[src/rtl/instr_fetch_ctrl.sv]
// instr_fetch_ctrl: owns the program counter, drives a synchronous instruction
// memory (1-cycle read latency) and presents one instruction per cycle to IF/ID.
// Also provides a host program-load path into the same memory.
// Optional feature macro: HALT_DETECT_EN enables halt-word detection and the
// HALT state; without it the halt encoding is an ordinary instruction.
module instr_fetch_ctrl #(
    parameter int unsigned       ADDR_W    = 9,
    parameter int unsigned       DATA_W    = 32,
    parameter logic [DATA_W-1:0] HALT_WORD = 32'hFFFF_FFFF
) (
    input  logic              clk_i,
    input  logic              rst_ni,
    input  logic              load_en_i,
    input  logic              load_we_i,
    input  logic [ADDR_W-1:0] load_addr_i,
    input  logic [DATA_W-1:0] load_data_i,
    input  logic              start_i,
    input  logic [ADDR_W-1:0] start_pc_i,
    input  logic              stall_i,
    output logic [ADDR_W-1:0] imem_addr_o,
    output logic              imem_we_o,
    output logic [DATA_W-1:0] imem_din_o,
    input  logic [DATA_W-1:0] imem_dout_i,
    output logic [DATA_W-1:0] if_instr_o,
    output logic [ADDR_W-1:0] if_pc_o,
    output logic              if_valid_o,
    output logic              busy_o,
    output logic              halted_o,
    output logic [15:0]       fetch_count_o
);

    typedef enum logic [2:0] {
        S_IDLE  = 3'd0,
        S_LOAD  = 3'd1,
        S_PRIME = 3'd2,
        S_RUN   = 3'd3,
        S_HALT  = 3'd4
    } state_t;

    state_t            state_q, state_d;
    logic [ADDR_W-1:0] pc_q, pc_d;       // next address to issue
    logic [ADDR_W-1:0] cur_pc_q, cur_pc_d; // address of the word on imem_dout
    logic [15:0]       cnt_q, cnt_d;
    logic              halt_seen;
    logic              deliver;

`ifdef HALT_DETECT_EN
    // The word currently returned by memory is the halt encoding.
    assign halt_seen = (imem_dout_i == HALT_WORD);
    assign halted_o  = (state_q == S_HALT);
`else
    assign halt_seen = 1'b0;
    assign halted_o  = 1'b0;
`endif

    assign busy_o        = (state_q == S_PRIME) || (state_q == S_RUN);
    assign fetch_count_o = cnt_q;

    // State, PC and delivery counter registers.
    always_ff @(posedge clk_i or negedge rst_ni) begin
        if (!rst_ni) begin
            state_q  <= S_IDLE;
            pc_q     <= '0;
            cur_pc_q <= '0;
            cnt_q    <= '0;
        end else begin
            state_q  <= state_d;
            pc_q     <= pc_d;
            cur_pc_q <= cur_pc_d;
            cnt_q    <= cnt_d;
        end
    end

    // Next-state, memory port and IF/ID output decode.
    always_comb begin
        state_d     = state_q;
        pc_d        = pc_q;
        cur_pc_d    = cur_pc_q;
        cnt_d       = cnt_q;
        deliver     = 1'b0;
        imem_addr_o = '0;
        imem_we_o   = 1'b0;
        imem_din_o  = '0;
        if_instr_o  = '0;
        if_pc_o     = '0;
        if_valid_o  = 1'b0;

        case (state_q)
            S_IDLE, S_HALT: begin
                // Load takes priority over a simultaneous start.
                if (load_en_i) begin
                    state_d = S_LOAD;
                end else if (start_i) begin
                    state_d = S_PRIME;
                    pc_d    = start_pc_i;
                    cnt_d   = '0;
                end
            end

            S_LOAD: begin
                imem_addr_o = load_addr_i;
                imem_din_o  = load_data_i;
                imem_we_o   = load_we_i;
                if (!load_en_i) state_d = S_IDLE;
            end

            S_PRIME: begin
                // Issue the first read so RUN starts with valid data.
                imem_addr_o = pc_q;
                cur_pc_d    = pc_q;
                pc_d        = pc_q + 1'b1;
                state_d     = S_RUN;
            end

            S_RUN: begin
                if_instr_o = imem_dout_i;
                if_pc_o    = cur_pc_q;
                deliver    = !stall_i && !halt_seen;
                if_valid_o = deliver;
                if (stall_i) begin
                    // Re-read the current word so imem_dout stays put.
                    imem_addr_o = cur_pc_q;
                end else begin
                    imem_addr_o = pc_q;
                    cur_pc_d    = pc_q;
                    pc_d        = pc_q + 1'b1;
                end
                if (halt_seen) state_d = S_HALT;
                if (deliver && (cnt_q != 16'hFFFF)) cnt_d = cnt_q + 16'd1;
            end

            default: state_d = S_IDLE;
        endcase
    end

endmodule
[config.mk]
export PLATFORM = sky130hd
export DESIGN_NAME = instr_fetch_ctrl
export DESIGN_NICKNAME = d
export VERILOG_FILES = /design/src/rtl/instr_fetch_ctrl.sv
export SDC_FILE = /design/constraint.sdc
export NUM_CORES = 1
export LEC_CHECK = 0
export CAP_MARGIN = 25
export CORE_ASPECT_RATIO = 1.25
export CORE_MARGIN = 2
export CORE_UTILIZATION = 32
export DETAILED_ROUTE_END_ITERATION = 6
export GPL_TIMING_DRIVEN = 0
export PLACE_DENSITY = 0.79
export SLEW_MARGIN = 5
export SYNTH_ARGS = -nofsm -noshare
export SYNTH_HDL_FRONTEND = slang
export SYNTH_SLANG_ARGS = --single-unit
[constraint.sdc]
create_clock -name clk_i -period 1.8 [get_ports clk_i]
set_clock_uncertainty 0.05 [all_clocks]
set_input_delay 0.18 -clock clk_i [delete_from_list [all_inputs] [get_ports clk_i]]
set_output_delay 0.18 -clock clk_i [all_outputs]
set_load 0.02 [all_outputs]
== After elaboration in Yosys (flattened, before gate mapping) ==
Cells that the tools add are included.
Storage, ports and cells
  register bits after elaboration: 37
  input port bits: 88
  output and inout bits: 102
  logic and storage cells: 49
Cells by class
  add/subtract/negate cells: 2
  eq/ne operators: 11
  muxes and demuxes: 20
  bitwise logic cells: 1
  reduce and logical (&&, ||, !) cells: 11
Operators by type and width (count)
  2-to-1 mux 32 bit: 2
  case mux 9 bit (3 select lines): 2
  2-to-1 mux 16 bit: 3
  2-to-1 mux 9 bit: 5
  case mux 16 bit (2 select lines): 1
  case mux 9 bit (2 select lines): 1
  adder 16 x 1 -> 16 bit (second input constant): 1
  inequality test 16 bit (second input constant): 1
  case mux 3 bit (4 select lines): 1
  adder 9 x 1 -> 9 bit (second input constant): 1
  2-to-1 mux 3 bit: 3
  inequality test 2 bit (second input constant): 4
  AND reduction 4 bit: 2
  equality test 3 x 2 -> 1 bit (second input constant): 2
  nonzero test 2 bit: 2
  equality test 3 x 1 -> 1 bit (second input constant): 1
  equality test 3 bit (second input constant): 1
  zero test 3 bit: 1
  inequality test 3 bit (second input constant): 1
  AND reduction 3 bit: 1
  nonzero test 3 bit: 1
  2-to-1 mux 1 bit: 2
  inequality test 2 x 1 -> 1 bit (second input constant): 1
  OR reduction 2 bit: 1
  4 further kinds: 4

== Logic depth before layout (Yosys ltp) ==
Gate-level depths: netlist of run 1.
  depth in word-level cells: 4
  gate-level depth with buffers: 8
  mapped depth without buffers: 6

== Least setup slack after synthesis of run 1 ==
OpenSTA, ideal clock, no wires.
  path type: register to register
  from: register cnt_q[0], in the netlist fetch_count_o[0]
  to: register cnt_q[13], in the netlist fetch_count_o[13]
  setup time: 0.136 ns
  data arrival time: 1.742 ns
  data required time: 1.614 ns
  setup slack: -0.127 ns
  stages on the path, launching flop included: 8
  buffers on the path: 1
  period minus slack after synthesis: 1.927 ns
  cells stage by stage: dfrtp_1 > ha_1 > nand4_1 > and4bb_4 > nand2b_1 > buf_4 > o311ai_1 > o41ai_1
Between the ends
  word-level cells in the longest chain between the ends: 4
  elaborated cells between the ends (all ways): 7
  those cells by class: add/sub (1); eq/ne (2); mux (2); reduce/logical (2)
RTL lines
  from (decl): RTL line 43  | logic [15:0] cnt_q, cnt_d;
  from (signal assigned): RTL line 70  | cnt_q <= cnt_d;
  branches (longest 4 deep; another with adder 16 x 1 -> 16 bit)
Parallel ways; which one is timed is not known. The select of a mux whose other input is x is not followed.
A chain may end at the register's enable or synchronous reset.

== Worst setup path in the final report of run 1 ==
  from: register state_q[0]
  to: register cnt_q[4], in the netlist fetch_count_o[4]
Between the ends
  word-level cells in the longest chain between the ends: 4
  elaborated cells between the ends (all ways): 10
  those cells by class: eq/ne (5); mux (1); reduce/logical (4)
RTL lines
  from (decl): RTL line 40  | state_t state_q, state_d;
  from (signal assigned): RTL line 67  | state_q <= state_d;
  equality test 3 bit / zero test 3 bit (equally long branches): RTL line 88  | case (state_q)
  OR reduction 2 bit: RTL line 88
  inequality test 2 bit (no source line) / nonzero test 2 bit (equally long branches)
  AND reduction 4 bit (no source line)
Several ways; a longest one is shown, not always the timed one.

==> out/metrics.cfg, run 1 <==
[yosys]
synth-warning-count=0
yosys.cell_types.count=45
synth.net_count=404
synth-seq-cells=36
async_reset_ff_frac=1.00
synth_largest_type_area_fraction=0.346
post_synthesis_cell_area_um2=2610
synth-edff-count=0
average_cell_area_after_synthesis_um2=8.30
top_flip_flop_cell_by_instance_count_after_synthesis=sky130_fd_sc_hd__dfrtp_1
yosys.area.top_type=sky130_fd_sc_hd__dfrtp_1
post_synth_main_area_contributors=sky130_fd_sc_hd__dfrtp_1 (35%), sky130_fd_sc_hd__and3_1 (11%), sky130_fd_sc_hd__and2_1 (7.9%), sky130_fd_sc_hd__mux2_2 (4.3%), sky130_fd_sc_hd__nand3_1 (3.8%)
synthCells=314
ys_seq_area_frac=0.346

[setup_path]
critPathCaptureType=flip-flop
crit_path_cell_trace=buf_6 > or3b_4 > or2_4 > o21a_4 > buf_12 > o21ai_2 > o31ai_1
critical_path.top_delay_family=simple AND/OR/NAND/NOR gates
crit_slowest_cell=sky130_fd_sc_hd__dfrtp_1
r2r_setup_slack_ns=-0.05
crit_buf_inv=2
worst_ep_required_time_ns=1.94
critPathMaxStageDelay_ns=0.40
critPathKind=reg -> reg
critical_path.startpoint_type=flip-flop
worst-endpoint-arrival_ns=1.98
timing.critical_path.fanout_max=10

[timing]
min_period_ns=1.85
report.final.setup_viol=12
rsz_0062_raised_after_global_routing=true
final_min_period_over_clock_period=1.03
fmax_mhz=541
hold_viol=0
relSlewSlack=0.449
final_max_slew_viol_count=0
tightestPinTransition_ns=0.826
finalSetupTns_ns=-0.318
final_critical_path_setup_slack_ns=-0.0469
fin_worst_hold_slack_ns=0.451

[power]
power_leakage_nw=2.33
fin_total_pwr_mw=4.95
cellPowerDensity_nw_per_um2=1010
ir_drop_worst_case_vdd_mv=0.730

[detailed_routing]
drc_errors=0
drt.antenna.violating_nets=0
initialDrtViolationCount=178
vias=3211
avgViaCountPerCell=5.15
avgRoutedWirePerCell_um=17.0
drt-pass1-iter-count=5
wl_um=10600

[global_routing]
number_of_antenna_violations_at_the_first_check_in_global_routing=0
first_global_vias=3060
grt-ovfl-total=0
grt_max_degree=37
first_pass_grt_wire_length_um=16100
grt_usage=0.225

[cts]
clock-sinks=36
cts_buffers=5
clock_tree.htree_level_count=2
clk_pin_slew_ns=0.08
tritoncts=yes
insertion_delay_ns=0.30
cts-root-to-sink-buffers=2
cts.root.buffer_cell=sky130_fd_sc_hd__clkbuf_8

[run]
maxCapViolations=0

[placed_design]
gp_congestion=0.902
port-buffer-count=188
total_half_perimeter_wirelength_after_legalization_and_detailed_placement_um=7850
dp.cells=597
dp_slack_ns=-0.837
placed_cell_area_um2=4620

[die]
coreArea_um2=7840
die_height_um=105
io_pins=190
initial_core_util=0.333
design.die.area_um2=8890
die_width_um=84.7
fp-row-count=36

[finish]
growth_of_design_area_from_synthesis_to_finish_pct=88.0
final.fill_count=709
post-route-cell-area_um2=4900
insertedDiodeCount=0
nets=618
postLayoutCoreUtil=0.625
layout.cells.non_filler=624
drive_gt1_frac=0.342

[outcome]
outcome=complete, but fails checks
violations=negative setup slack

[hold_path]
holdCritPathClass=reg -> reg

## cell usage in the layout, fill, tap and decap left out, types with 2 or more instances in the layout
cell and n:
sky130_fd_sc_hd__a21oi_1 14, sky130_fd_sc_hd__nand2_1 13, sky130_fd_sc_hd__clkdlybuf4s15_2 12, sky130_fd_sc_hd__o21ai_1 12, sky130_fd_sc_hd__clkdlybuf4s50_1 102, sky130_fd_sc_hd__buf_6 9
sky130_fd_sc_hd__o31ai_1 2, sky130_fd_sc_hd__clkbuf_8 9, sky130_fd_sc_hd__nor3_1 2, sky130_fd_sc_hd__mux2_2 9, sky130_fd_sc_hd__clkbuf_2 31, sky130_fd_sc_hd__buf_2 15
sky130_fd_sc_hd__o22ai_1 6, sky130_fd_sc_hd__nor2_1 6, sky130_fd_sc_hd__nand3_1 19, sky130_fd_sc_hd__a31oi_1 3, sky130_fd_sc_hd__or2_4 2, sky130_fd_sc_hd__nor2_4 2
sky130_fd_sc_hd__mux2i_1 5, sky130_fd_sc_hd__nand2b_1 3, sky130_fd_sc_hd__dfrtp_1 32, sky130_fd_sc_hd__dfrtp_2 4, sky130_fd_sc_hd__buf_8 5, sky130_fd_sc_hd__clkbuf_4 3
sky130_fd_sc_hd__and2_1 33, sky130_fd_sc_hd__and3_1 47, sky130_fd_sc_hd__nand4_1 7, sky130_fd_sc_hd__buf_4 48, sky130_fd_sc_hd__nand2_2 2, sky130_fd_sc_hd__o21ai_0 9
sky130_fd_sc_hd__a22o_1 9, sky130_fd_sc_hd__inv_1 10, sky130_fd_sc_hd__o21ai_2 8
## flip-flops by register name, indices dropped and copies added, names as in the netlist
name / flops
pc_q: 9
fetch_count_o: 16
state_q: 2
cur_pc_q: 9
## per-layer routing
metal	track usage	vias to the layer above	part of all wire
li1	-	1554	-
met1	0.284	1481	0.40
met2	0.386	164	0.51
met3	0.0632	12	0.079
met4	0.0374	0	0.0091
met5	0	-	0
## path summary, 6_finish.rpt
path / from / endpoint / cells past startpoint
worst min register to register: fetch_count_o[15] / fetch_count_o[15] / 1
worst max-delay path: state_q[0] / fetch_count_o[4] / 7
worst min-delay path: fetch_count_o[15] / fetch_count_o[15] / 1
min in group asynchronous: rst_ni / fetch_count_o[6] / 2
max in group asynchronous: rst_ni / state_q[1] / 2
worst max register to register: state_q[0] / fetch_count_o[4] / 7
## worst reg2reg max path: cells and delay by family (launching register included)
family,cells,cell delay [ns]
AND/OR/NAND/NOR,2,0.65
flip-flops,1,0.40
buffers and inverters,2,0.29
AO/OA/AOI/OAI,3,0.34
## what timing repair did
item,in CTS,in global routing
resized for setup,325,99
gates cloned,1,1
hold buffers,1,0
hold endpoints to repair,36,0
setup buffers,6,10
endpoints found under the setup margin,109,104
pin swaps,6,5
## synth_stat cells, types with 3 or more instances
master	instances
sky130_fd_sc_hd__nand4_1	7
sky130_fd_sc_hd__clkbuf_1	18
sky130_fd_sc_hd__a21oi_1	14
sky130_fd_sc_hd__nand3_1	20
sky130_fd_sc_hd__buf_4	3
sky130_fd_sc_hd__o21ai_1	13
sky130_fd_sc_hd__nor2_1	7
sky130_fd_sc_hd__nand2_1	15
sky130_fd_sc_hd__dfrtp_1	36
sky130_fd_sc_hd__mux2i_1	5
sky130_fd_sc_hd__mux2_2	10
sky130_fd_sc_hd__a31oi_1	3
sky130_fd_sc_hd__nor3_1	3
sky130_fd_sc_hd__buf_2	4
sky130_fd_sc_hd__and3_1	47
sky130_fd_sc_hd__and2_1	33
sky130_fd_sc_hd__a22o_1	9
sky130_fd_sc_hd__inv_1	10
sky130_fd_sc_hd__nand2b_1	4
sky130_fd_sc_hd__o22ai_1	6
sky130_fd_sc_hd__o21ai_0	16
## report_power, final
| group | total (mW) | switching, mW | internal, mW |
|---|---|---|---|
| Combinational | 2.83 | 1.43 | 1.40 |
| Sequential | 1.39 | 0.326 | 1.06 |
| Clock | 0.734 | 0.323 | 0.410 |
| Total | 4.95 | 2.08 | 2.87 |
## area by class of cell
class	instances	area, um^2	share of cell area
Timing Repair Buffer	207	1790	0.366
Multi-Input combinational cell	240	1650	0.337
Sequential cell	36	906	0.185
Buffer	27	274	0.0559
Tap cell	95	119	0.0243
Clock buffer	5	68.8	0.0140
Clock inverter	3	42.5	0.00868
Inverter	11	41.3	0.00843
## kinds of logic (layout without fill, tap and decap cells)
group           count (synthesis)  in the layout  share of synthesized area
simple gates                  149            149                      0.338
compound gates                 73             73                      0.176
buf+inv                        38            253                     0.0667
flops                          36             36                      0.346
mux                            15             15                     0.0624
fa+ha+maj                       2              2                    0.00960
other cells                     1              1                    0.00144
(Power assumes the default switching activity.)
==> run 2: changes to the inputs <==
--- a/config.mk
+++ b/config.mk
@@ -6,7 +6,7 @@
 export NUM_CORES = 1
 export LEC_CHECK = 0
 export CAP_MARGIN = 25
-export CORE_ASPECT_RATIO = 1.25
+export CORE_ASPECT_RATIO = 0.6
 export CORE_MARGIN = 2
 export CORE_UTILIZATION = 32
 export DETAILED_ROUTE_END_ITERATION = 6
==> run 2 against run 1 <==
  * The flow still finishes with violations (negative setup slack)
  * Routed wire length grew 12%
  * Final cell count up 5.6%
  * Global-route usage rose by 0.97 points
  * Combinational power grew 9.2%
  * Clock power grew 19%
  * Sequential cell count unchanged
==> out/metrics.cfg, run 2 (synthesis results as in run 1) <==
[hold_path]
holdCritPathClass=reg -> reg  ; unchanged
cell_depth_of_the_worst_min_delay_path=1  ; unchanged
hold_start=fetch_count_o[15]  ; unchanged
hold_path_end=fetch_count_o[15]  ; unchanged

[timing]
final_min_period_over_clock_period=1.09  ; was 1.03
hold_viol=0  ; unchanged
final_max_slew_viol_count=0  ; unchanged
final_critical_path_setup_slack_ns=-0.163  ; was -0.0469 ns
min_period_ns=1.96  ; was 1.85 ns
tightestPinTransition_ns=0.830  ; was 0.826 ns
rsz_0062_raised_after_global_routing=true  ; unchanged
relSlewSlack=0.447  ; was 0.449
fmax_mhz=510  ; was 541 MHz
report.final.setup_viol=22  ; was 12

[setup_path]
critical_path.startpoint_type=flip-flop  ; unchanged
crit_path_cell_trace=ha_4 > nand4_1 > and4bb_4 > buf_4 > o21a_4 > buf_6 > o21ai_2 > o41ai_2  ; was buf_6 > or3b_4 > or2_4 > o21a_4 > buf_12 > o21ai_2 > o31ai_1
worstReg2RegStart=fetch_count_o[0]  ; was state_q[0]
critPathMaxStageDelay_ns=0.43  ; was 0.40 ns
r2r_setup_slack_ns=-0.16  ; was -0.05 ns
crit_path_start=fetch_count_o[0]  ; was state_q[0]
r2r_end=fetch_count_o[8]  ; was fetch_count_o[4]
crit_slowest_cell=sky130_fd_sc_hd__dfrtp_2  ; was sky130_fd_sc_hd__dfrtp_1
worst_r2r_path_depth=8  ; was 7
timing.critical_path.fanout_max=5  ; was 10
critPathCaptureType=flip-flop  ; unchanged
critPathKind=reg -> reg  ; unchanged
worst-endpoint-arrival_ns=2.06  ; was 1.98 ns
worst_ep_required_time_ns=1.90  ; was 1.94 ns

[detailed_routing]
avgViaCountPerCell=5.19  ; was 5.15
avgRoutedWirePerCell_um=18.0  ; was 17.0 um
drt-pass1-iter-count=6  ; was 5
drc_errors=0  ; unchanged
vias=3422  ; was 3211
wl_um=11800  ; was 10600 um
initialDrtViolationCount=319  ; was 178
drt.antenna.violating_nets=0  ; unchanged

[cts]
clock-sinks=36  ; unchanged
clock_tree.htree_level_count=2  ; unchanged
clk_pin_slew_ns=0.05  ; was 0.08 ns
cts-root-to-sink-buffers=2  ; unchanged
insertion_delay_ns=0.28  ; was 0.30 ns
cts_buffers=5  ; unchanged
cts.root.buffer_cell=sky130_fd_sc_hd__clkbuf_16  ; was sky130_fd_sc_hd__clkbuf_8
tritoncts=yes  ; unchanged

[global_routing]
first_global_vias=3074  ; was 3060
grt_max_degree=37  ; unchanged
first_pass_grt_wire_length_um=16400  ; was 16100 um
grt-ovfl-total=0  ; unchanged
number_of_antenna_violations_at_the_first_check_in_global_routing=0  ; unchanged
grt_usage=0.234  ; was 0.225

[outcome]
outcome=complete, but fails checks  ; unchanged
violations=negative setup slack  ; unchanged

[die]
design.die.area_um2=8910  ; was 8890 um^2
initial_core_util=0.331  ; was 0.333
die_width_um=121  ; was 84.7 um
fp-row-count=25  ; was 36
io_pins=190  ; unchanged
die_height_um=73.9  ; was 105 um
coreArea_um2=7880  ; was 7840 um^2

[finish]
layout_commonest_cell=sky130_fd_sc_hd__clkdlybuf4s50_1  ; unchanged
insertedDiodeCount=0  ; unchanged
nets=640  ; was 618
drive_gt1_frac=0.348  ; was 0.342
growth_of_design_area_from_synthesis_to_finish_pct=102  ; was 88.0%
final.fill_count=616  ; was 709
layout_common_cells=sky130_fd_sc_hd__clkdlybuf4s50_1 (102), sky130_fd_sc_hd__and3_1 (47), sky130_fd_sc_hd__buf_4 (44), sky130_fd_sc_hd__dfrtp_1 (32)  ; was sky130_fd_sc_hd__clkdlybuf4s50_1 (102), sky130_fd_sc_hd__buf_4 (48), sky130_fd_sc_hd__and3_1 (47), sky130_fd_sc_hd__and2_1 (33), sky130_fd_sc_hd__dfrtp_1 (32)
largest_register_ff_count=16  ; unchanged

[placed_design]
gp_congestion=0.834  ; was 0.902
port-buffer-count=188  ; unchanged
total_half_perimeter_wirelength_after_legalization_and_detailed_placement_um=8040  ; was 7850 um
dp_slack_ns=-0.822  ; was -0.837 ns

[power]
fin_total_pwr_mw=5.37  ; was 4.95 mW
cellPowerDensity_nw_per_um2=1020  ; was 1010 nW/um^2
power_leakage_nw=2.54  ; was 2.33 nW
ir_drop_worst_case_vdd_mv=0.575  ; was 0.730 mV

[run]
maxCapViolations=0  ; unchanged

## run 2: cell count changes in the layout (fill, tap and decap cells not counted), sizes merged
cell	change
clkinv	-1
bufinv	-1
dlymetal6s2s	+1
clkbuf	+2
dlygate4sd2	+1
buf	+18
clkdlybuf4s15	+3
clkinvlp	-1
## run 2: worst max path at each step
| stage | to | depth (start not counted) |
|---|---|---|
| floorplan | fetch_count_o[13] | 7 |
| global placement | imem_addr_o[5] | 6 |
| detailed placement | imem_addr_o[4] | 6 |
| CTS | imem_din_o[13] | 5 |
| global route | fetch_count_o[8] | 8 |
| finish | fetch_count_o[8] | 8 |
## run 2: through the flow
| step | instances | instance area [um^2] | setup TNS, ns | hold slack (ns) | util |
|---|---|---|---|---|---|
| after floorplan | 314 | 2630 | -0.00169 | -0.166 | - |
| after global routing | 659 | 5260 | -3.24 | 0.470 | 0.667 |
| after global placement | 610 | 4650 | -57.06 | 0.432 | 0.589 |
| after CTS | 633 | 4880 | -0.379 | 0.452 | 0.619 |
| after detailed placement | 610 | 4640 | -49.17 | 0.269 | 0.589 |
| final | 659 | 5260 | -1.41 | 0.454 | 0.667 |
## run 2: final cells by class
class	instances	area [um^2]	share of cell area
timing repair buffer	229	2060	0.392
sequential	36	906	0.172
multi-input combinational	240	1700	0.324
inverter	11	41.3	0.00786
buffer	27	263	0.0500
clock buffer	8	146	0.0279
tap	108	135	0.0257
## run 2: routing by layer
layer | up-vias | routed length, um | global-route usage
li1 | 1602 | - | -
met1 | 1650 | 5380 | 0.340
met2 | 151 | 5550 | 0.361
met3 | 19 | 782 | 0.0505
met4 | 0 | 142 | 0.0478
met5 | - | 0 | 0
## run 2: worst max-delay path: cells and delay by family, from the launching register on
family | cells | cell delay (ns)
compound gates | 3 | 0.46
buf+inv | 2 | 0.28
simple gates | 2 | 0.42
fa+ha+maj | 1 | 0.18
flops | 1 | 0.43
## run 2: where the power goes
| group | internal, mW | switching, mW | total (mW) | leakage, nW |
|---|---|---|---|---|
| combinational | 1.56 | 1.53 | 3.09 | 2.02 |
| clock | 0.552 | 0.324 | 0.876 | 0.0712 |
| sequential | 1.06 | 0.334 | 1.40 | 0.446 |
## run 2: timing repair
item                                   4_1_cts  5_1_grt
buffers inserted                            11       21
setup endpoints to repair                  109      107
hold buffers                                 1        0
cloned                                       3        5
resized for setup                          281      137
pin swaps                                    9       25
endpoints found under the hold margin       36        0
